==> src/rtl/acc_cpu_pkg.sv <==
// Shared definitions for the accumulator CPU: opcode encoding and FSM states.
package acc_cpu_pkg;

   typedef enum logic [2:0] {
      OpLda = 3'b000,
      OpSta = 3'b001,
      OpAdd = 3'b010,
      OpSub = 3'b011,
      OpJmp = 3'b100,
      OpJz  = 3'b101,
      OpJc  = 3'b110,
      OpHlt = 3'b111
   } opcode_t;

   typedef enum logic [1:0] {
      StHalt,
      StFetch,
      StDecode,
      StMem
   } state_t;

endpackage

==> src/rtl/acc_cpu_if.sv <==
// Single-port memory bus between the core (master) and memory (slave).
interface acc_cpu_if #(
   parameter int unsigned DW = 8
);
   localparam int unsigned AW = DW - 3;

   logic          mem_req;
   logic          mem_we;
   logic [AW-1:0] mem_adr;
   logic [DW-1:0] mem_wdata;
   logic [DW-1:0] mem_rdata;
   logic          mem_ack;

   modport master (
      output mem_req, mem_we, mem_adr, mem_wdata,
      input  mem_rdata, mem_ack
   );

   modport slave (
      input  mem_req, mem_we, mem_adr, mem_wdata,
      output mem_rdata, mem_ack
   );

endinterface

==> src/rtl/acc_cpu_alu.sv <==
// Accumulator datapath: pass-through for LDA, add/sub with carry-out, zero detect.
module acc_cpu_alu
   import acc_cpu_pkg::*;
#(
   parameter int unsigned DW = 8
) (
   input  opcode_t       op,
   input  logic [DW-1:0] a,
   input  logic [DW-1:0] b,
   output logic [DW-1:0] result,
   output logic          carry,
   output logic          zero
);

   logic [DW:0] sum;

   // For SUB the extended top bit is the borrow, i.e. a < b unsigned.
   always_comb begin
      sum = {1'b0, b};
      case (op)
         OpAdd:   sum = {1'b0, a} + {1'b0, b};
         OpSub:   sum = {1'b0, a} - {1'b0, b};
         default: sum = {1'b0, b};
      endcase
   end

   assign result = sum[DW-1:0];
   assign carry  = sum[DW];
   assign zero   = (sum[DW-1:0] == '0);

endmodule

==> src/rtl/acc_cpu_core.sv <==
// Multi-cycle accumulator CPU: HALT/FETCH/DECODE/MEM sequencer plus PC, IR, AC and flags.
module acc_cpu_core
   import acc_cpu_pkg::*;
#(
   parameter int unsigned DW = 8
) (
   input  logic      clk,
   input  logic      rst_n,
   input  logic      start,
   acc_cpu_if.master bus,
   output logic      halted,
   output logic      flag_z,
   output logic      flag_c
);

   localparam int unsigned AW = DW - 3;

   state_t        state_q, state_d;
   logic [AW-1:0] pc_q, pc_d;
   logic [DW-1:0] ir_q, ir_d;
   logic [DW-1:0] ac_q, ac_d;
   logic          z_q, z_d;
   logic          c_q, c_d;

   opcode_t       opcode;
   logic [AW-1:0] addr;
   logic [DW-1:0] alu_result;
   logic          alu_carry;
   logic          alu_zero;

   assign opcode = opcode_t'(ir_q[DW-1:AW]);
   assign addr   = ir_q[AW-1:0];

   acc_cpu_alu #(
      .DW (DW)
   ) u_alu (
      .op     (opcode),
      .a      (ac_q),
      .b      (bus.mem_rdata),
      .result (alu_result),
      .carry  (alu_carry),
      .zero   (alu_zero)
   );

   always_ff @(posedge clk or negedge rst_n) begin
      if (!rst_n) begin
         state_q <= StHalt;
         pc_q    <= '0;
         ir_q    <= '0;
         ac_q    <= '0;
         z_q     <= 1'b0;
         c_q     <= 1'b0;
      end else begin
         state_q <= state_d;
         pc_q    <= pc_d;
         ir_q    <= ir_d;
         ac_q    <= ac_d;
         z_q     <= z_d;
         c_q     <= c_d;
      end
   end

   // Bus outputs derive only from registered state, so they hold steady across wait cycles.
   always_comb begin
      state_d     = state_q;
      pc_d        = pc_q;
      ir_d        = ir_q;
      ac_d        = ac_q;
      z_d         = z_q;
      c_d         = c_q;
      bus.mem_req = 1'b0;
      bus.mem_we  = 1'b0;
      bus.mem_adr = '0;

      case (state_q)
         StHalt: begin
            if (start) begin
               pc_d    = '0;
               state_d = StFetch;
            end
         end
         StFetch: begin
            bus.mem_req = 1'b1;
            bus.mem_adr = pc_q;
            if (bus.mem_ack) begin
               ir_d    = bus.mem_rdata;
               pc_d    = pc_q + AW'(1);
               state_d = StDecode;
            end
         end
         StDecode: begin
            case (opcode)
               OpJmp: begin
                  pc_d    = addr;
                  state_d = StFetch;
               end
               OpJz: begin
                  if (z_q) pc_d = addr;
                  state_d = StFetch;
               end
               OpJc: begin
                  if (c_q) pc_d = addr;
                  state_d = StFetch;
               end
               OpHlt:   state_d = StHalt;
               default: state_d = StMem;
            endcase
         end
         StMem: begin
            bus.mem_req = 1'b1;
            bus.mem_adr = addr;
            bus.mem_we  = (opcode == OpSta);
            if (bus.mem_ack) begin
               if (opcode != OpSta) begin
                  ac_d = alu_result;
                  z_d  = alu_zero;
                  if (opcode == OpAdd || opcode == OpSub) c_d = alu_carry;
               end
               state_d = StFetch;
            end
         end
         default: state_d = StHalt;
      endcase
   end

   assign bus.mem_wdata = ac_q;
   assign halted        = (state_q == StHalt);
   assign flag_z        = z_q;
   assign flag_c        = c_q;

endmodule

==> src/flat_wrapper.sv <==
// flat-port wrapper written by rule: the top's interface ports become plain ports
module acc_cpu_core_flat import acc_cpu_pkg::*;
#(
   parameter int unsigned DW = 8
)
  (clk, rst_n, start, halted, flag_z, flag_c, bus_mem_req, bus_mem_we, bus_mem_adr, bus_mem_wdata, bus_mem_rdata, bus_mem_ack);
  acc_cpu_if #(.DW(DW)) bus_i ();
  input  logic clk;
  input  logic rst_n;
  input  logic start;
  output logic halted;
  output logic flag_z;
  output logic flag_c;
  output wire logic [$bits(bus_i.mem_req)-1:0] bus_mem_req;
  output wire logic [$bits(bus_i.mem_we)-1:0] bus_mem_we;
  output wire logic [$bits(bus_i.mem_adr)-1:0] bus_mem_adr;
  output wire logic [$bits(bus_i.mem_wdata)-1:0] bus_mem_wdata;
  input wire logic [$bits(bus_i.mem_rdata)-1:0] bus_mem_rdata;
  input wire logic [$bits(bus_i.mem_ack)-1:0] bus_mem_ack;
  assign bus_mem_req = bus_i.mem_req;
  assign bus_mem_we = bus_i.mem_we;
  assign bus_mem_adr = bus_i.mem_adr;
  assign bus_mem_wdata = bus_i.mem_wdata;
  assign bus_i.mem_rdata = bus_mem_rdata;
  assign bus_i.mem_ack = bus_mem_ack;
  acc_cpu_core #(.DW(DW)) u_core (.clk(clk), .rst_n(rst_n), .start(start), .bus(bus_i), .halted(halted), .flag_z(flag_z), .flag_c(flag_c));
endmodule
==> config.mk <==
export PLATFORM = sky130hd
export DESIGN_NAME = acc_cpu_core_flat
export DESIGN_NICKNAME = d
export VERILOG_FILES = /design/src/rtl/acc_cpu_pkg.sv /design/src/rtl/acc_cpu_if.sv /design/src/rtl/acc_cpu_alu.sv /design/src/rtl/acc_cpu_core.sv /design/src/flat_wrapper.sv
export SDC_FILE = /design/constraint.sdc
export NUM_CORES = 1
export LEC_CHECK = 0
export ABC_AREA = 1
export CAP_MARGIN = 10
export CORE_UTILIZATION = 30
export DETAILED_ROUTE_END_ITERATION = 12
export DONT_BUFFER_PORTS = 1
export SYNTH_ARGS = -nofsm -noshare
export SYNTH_HDL_FRONTEND = slang
export SYNTH_SLANG_ARGS = --single-unit
==> constraint.sdc <==
create_clock -name clk -period 5.8 [get_ports clk]
set_input_delay 0 -clock clk [delete_from_list [all_inputs] [get_ports clk]]
set_output_delay 0 -clock clk [all_outputs]
set_load 0.01 [all_outputs]
* Word level (Yosys, flattened, before mapping)
Cells that the tools add are included.
** Word-level totals
- Input bits :: 12
- Flip-flop bits (word level) :: 25
- Output and inout bits :: 18
- Logic and storage cells :: 52
** Cells by class
- Multiplexer cells :: 15
- Reductions and logical operators :: 11
- Add/subtract/negate cells :: 3
- Equality and inequality tests :: 17
** Operators by type and width (count)
- $pmux W5 S3 :: 2
- $mux W5 :: 4
- $pmux W9 S2 :: 1
- $eq A3 B3 Y1 const B :: 4
- $pmux W5 S2 :: 1
- $add A8 B8 Y9 :: 1
- $sub A8 B8 Y9 :: 1
- $logic_not A8 Y1 :: 1
- $pmux W2 S4 :: 1
- $eq A3 B2 Y1 const B :: 2
- $mux W2 :: 3
- $ne A2 B2 Y1 const B :: 3
- $ne A3 B2 Y1 const B :: 2
- $reduce_and A3 Y1 :: 2
- $reduce_and A6 Y1 :: 1
- $add A5 B1 Y5 const B :: 1
- $eq A2 B2 Y1 const B :: 2
- $ne A4 B3 Y1 const B :: 1
- $pmux W2 S2 :: 1
- $reduce_and A4 Y1 :: 1
- $eq A3 B1 Y1 const B :: 1
- $ne A3 B1 Y1 const B :: 1
- $reduce_bool A3 Y1 :: 1
- $reduce_or A3 Y1 :: 1
- other kinds (6) :: 7

* Depth between registers and ports, before layout
- Depth after elaboration :: 4
- Depth in mapped cells :: 18
- Depth with buffers taken out :: 18

* Modules after synthesis
From an unflattened synthesis, not the netlist that was laid out.
** Unflattened totals
- Cells, all modules :: 303
- Area total of the unflattened synthesis :: 2093.3 um2
** By module, submodules not included
- acc_cpu_core :: times used 1, cells an instance 155, area each 1327.5 um2
- acc_cpu_alu :: times used 1, cells an instance 148, area each 765.7 um2

* Least setup slack after synthesis
No wires, ideal clock.
- Path kind :: reg-to-reg
- Start point :: register u_core.ir_q[6]
- End point :: register u_core.z_q, in the netlist u_core.flag_z
- Buffers on the path :: 0
- Setup time :: 0.117 ns
- Path slack :: 3.708 ns
- Stages on the path, launching flop included :: 15
- Data required time :: 5.683 ns
- Period minus slack after synthesis :: 2.092 ns
- Arrival time :: 1.975 ns
- Path through :: dfrtp_1 -> nand2_1 -> nor2_2 -> inv_2 -> nand2_1 -> xor2_1 -> inv_1 -> ha_1 -> a21o_1 -> a21oi_1 -> nand3_1 -> nand3_1 -> nand2_1 -> nand3_1 -> nand2_1
** On the way
- Word-level cells in the longest chain between the ends :: 3
** RTL lines
- start, declared :: line acc_cpu_core.sv:20 : logic [DW-1:0] ir_q, ir_d;
- start signal, assigned :: line acc_cpu_core.sv:56 : ir_q <= ir_d;
- $eq A3 B2 Y1 :: line acc_cpu_alu.sv:20 : case (op)
- $pmux W9 S2 :: line acc_cpu_alu.sv:20
- $logic_not A8 Y1 :: line acc_cpu_alu.sv:29 : assign zero = (sum[DW-1:0] == '0);
- end signal, assigned :: line acc_cpu_core.sv:58 : z_q <= z_d;
- end, declared :: line acc_cpu_core.sv:22 : logic z_q, z_d;
Several ways; a longest one is shown, not always the timed one.
A chain may end at the register's enable or synchronous reset.

* Worst setup path after layout
Ends and elaborated chain as after synthesis.

==> key figures <==
Run status
  – Status: finished clean

Clock tree
  – H-tree levels: 1
  – Worst skew pair latency: about 0.27 ns
  – Longest Clk Path Bufs: 2
  – # hold bufs at CTS: 9
  – Clock sinks: 25
  – TritonCTS Buffers: 3
  – TritonCTS clock tree: yes
  – CTS resizes: 0
  – Clock slew at the register clock pins of the worst setup and hold paths: around 0.090 ns
  – CTS Root Cell: clkbuf_8
  – Post CTS Setup Buffer Count: 0

Power and ir drop
  – Clock network fraction of design power: 0.097
  – Sw Pwr: roughly 0.00058 W
  – Pwr Density: 505 mW/mm^2
  – Internal Pwr Total: 0.000518 W
  – Sequential power share: 0.313
  – Switching share of power: 0.526
  – Combinational Power Share: 0.590
  – Total power: about 0.0011 W
  – Worst vdd ir: 0.201 mV
  – LEAKAGE: roughly 1.1 nW

Synth
  – Mapped Area: 0.00194 sq mm
  – Sequential share of the synthesized area: 0.322
  – Number of distinct library cells after synthesis: 32
  – Cells after Synth: around 280
  – Avg Inst Size Synth: between 6 and 7 sq um
  – Post-synthesis register bit count: 25
  – Mapped Nets: a little over 300
  – Synth warn: 0

Detailed routing
  – Post-DRT Antenna Nets: 0
  – Post-Route WL: approximately 5000 um
  – First DRT Iteration DRCs: 67
  – Vias: ~1,800
  – Length of routed wiring on met1: 2380 um
  – Drt pass-1 iters: 4
  – DR WL/cell: roughly 14 um
  – Met2 wire length: roughly 2400 um
  – Max Used Layer: met4
  – Via/cell ratio: between 4 and 5
  – Drt drc: 0
  – DR WL met3: approximately 280 um

Timing
  – Clock skew: 0.00506 ns
  – Max_slew headroom: 0.693
  – Setup TNS Final: 0 ns
  – RSZ-0062 raised after global routing: no
  – Slew of the pin with the lowest slew margin: between 0.4 and 0.5 ns
  – Period utilization: 0.423
  – Period minus WS final: between 2 and 2.5 ns
  – Setup Viol. Count Final: 0
  – Post-route setup slack: 3.35 ns
  – Final slew viol count: 0
  – Worst hold slack: between 0.02 and 0.03 ns
  – Highest Clock Rate: roughly 410 MHz
  – Final hold viol count: 0

Layout
  – Fin nets: 319
  – Cell area after layout: about 0.0022 sq mm
  – Share of cells above drive strength 1: 0.0722
  – Syn-to-layout area delta: 11.7%
  – ANT cells: 0
  – Commonest cells after routing, fill and taps aside: nand2_1, inv_1, dfrtp_1
  – Sequential cell area: around 630 sq um
  – Most common cell after layout, fill and taps aside: nand2_1
  – Area occupied by multi-input gates: approximately 0.0011 sq mm
  – Fill cells: 665

Floorplan
  – Die Span Y: about 82 um
  – Io pins: 30
  – Die ar.: about 0.007 sq mm
  – Rows: 28
  – Die width: around 80 um
  – Core Box Area: just over 0.006 sq mm
  – Initial core utilization: 0.319

Placed design
  – Routability cong.: 0.980
  – IO buf count: 0
  – Post-place setup slack: ~3.4 ns
  – DP Wirelength: a little under 4000 um
  – Area after DPL: 0.00202 sq mm

Worst hold path
  – HP Class: in -> reg
  – Hold path depth: 3

Global route
  – Largest net degree at the start of global routing: 26
  – GRT overflow: 0
  – Global-route wire length before repair: approximately 8200 um
  – Number of global-route vias before repair: about 1,700
  – Antenna violations before repair: 0
  – GR Util All Layers: 0.161

Critical path
  – CP Class: reg -> reg
  – CP endpoint kind: flop
  – Worst reg-to-reg path cell count: 17
  – WP data required: between 6 and 7 ns
  – Critical path arrival: ~2.7 ns
  – CP max FO: 6
  – Critical Path Source Type: flop

Job
  – Max Cap Viol: 0
## per-stage QoR
stage | cells | utilization
CTS | 366 | 0.356
global placement | 353 | 0.332
finish | 366 | 0.356
global route | 366 | 0.356
floorplan | 281 | -
detailed placement | 353 | 0.332
## sequential cells by signal (all words and copies together), names as in the netlist
name and cells:
u_core.bus.mem_wdata 8, u_core.flag_c 1, u_core.flag_z 1, u_core.ir_q 8
u_core.pc_q 5, u_core.state_q 2
## cell usage after synthesis
cell type | n | area (sq um)
o211ai_1 | 1 | 7.51
o31ai_1 | 1 | 7.51
nor3_1 | 2 | 10.0
buf_2 | 2 | 10.0
a31oi_1 | 3 | 18.8
o2111ai_1 | 1 | 8.76
a21o_1 | 1 | 7.51
o21ai_2 | 1 | 8.76
or2_1 | 1 | 6.26
inv_4 | 1 | 6.26
o22ai_1 | 5 | 31.3
o21ai_0 | 19 | 95.1
fa_1 | 1 | 20.0
nand4_1 | 2 | 12.5
o21a_1 | 1 | 7.51
inv_1 | 41 | 154
dfrtp_1 | 25 | 626
o21ai_1 | 7 | 35.0
nand3_2 | 2 | 20.0
nor2_2 | 1 | 6.26
nand3_1 | 23 | 115
clkinv_4 | 1 | 8.76
nor2_1 | 18 | 67.6
inv_2 | 6 | 22.5
xor2_1 | 6 | 52.6
nand2_2 | 2 | 12.5
nand2_4 | 2 | 22.5
clkbuf_1 | 1 | 3.75
a21oi_1 | 8 | 40.0
nand2_1 | 78 | 293
ha_1 | 14 | 175
a22oi_1 | 4 | 30.0
## power groups by stage
| stage | combinational, W | sequential [W] | clock (W) |
|---|---|---|---|
| 6_report | 0.000646 | 0.000343 | 0.000106 |
| 5_1_grt | 0.000743 | 0.000353 | 0.000118 |
| 4_1_cts | 0.000647 | 0.000343 | 0.000113 |
| 3_5_place_dp | 0.000631 | 0.000346 | 0 |
| 3_3_place_gp | 0.000629 | 0.000344 | 0 |
| 2_1_floorplan | 0.000515 | 0.000320 | 0 |
## layout make-up
class,count,share of cell area
Tap cell,75,0.0433
Sequential cell,25,0.289
Clock inverter,1,0.00231
Inverter,49,0.0883
Multi-Input combinational cell,204,0.512
Timing Repair Buffer,9,0.0462
Clock buffer,3,0.0190
## worst max-delay path: stages (launching register included)
cell and delay [ns]:
dfrtp_1 0.50, nand2_1 0.14, nor2_2 0.20, inv_2 0.09
nand2_1 0.08, xor2_1 0.15, inv_1 0.07, ha_1 0.36
nand2_1 0.12, nor2_1 0.11, nand2_1 0.07, nand3_1 0.07
nand2_1 0.05, nand3_1 0.08, nand2_1 0.06, nor2_1 0.11
nand3_1 0.08, nand2_1 0.06
## metal layers
layer | vias to the layer above | global-route usage
li1 | 930 | -
met1 | 820 | 0.207
met2 | 38 | 0.277
met3 | 4 | 0.0341
met4 | 0 | 0.0316
met5 | - | 0
## worst paths after layout
path                                                  from                            end  slack (ns)
worst max-delay path            u_core.ir_q[6]$_DFFE_PN0P_      u_core.flag_z$_DFFE_PN0P_        3.35
worst min-delay path                           bus_mem_ack  u_core.state_q[0]$_DFFE_PN0P_        0.03
worst max register to register  u_core.ir_q[6]$_DFFE_PN0P_      u_core.flag_z$_DFFE_PN0P_        3.35
worst min register to register  u_core.ir_q[1]$_DFFE_PN0P_     u_core.ir_q[1]$_DFFE_PN0P_        0.54
max in group asynchronous                            rst_n     u_core.ir_q[7]$_DFFE_PN0P_        5.47
min in group asynchronous                            rst_n     u_core.ir_q[6]$_DFFE_PN0P_        0.18
## kinds of logic after synthesis
group           after synthesis  synth area share
simple gates                131             0.291
buf+inv                      52             0.106
xor+xnor                      6            0.0271
compound gates               52             0.153
fa+ha+maj                    15             0.101
flops                        25             0.322
No activity file was read; power rests on OpenSTA's default activity.
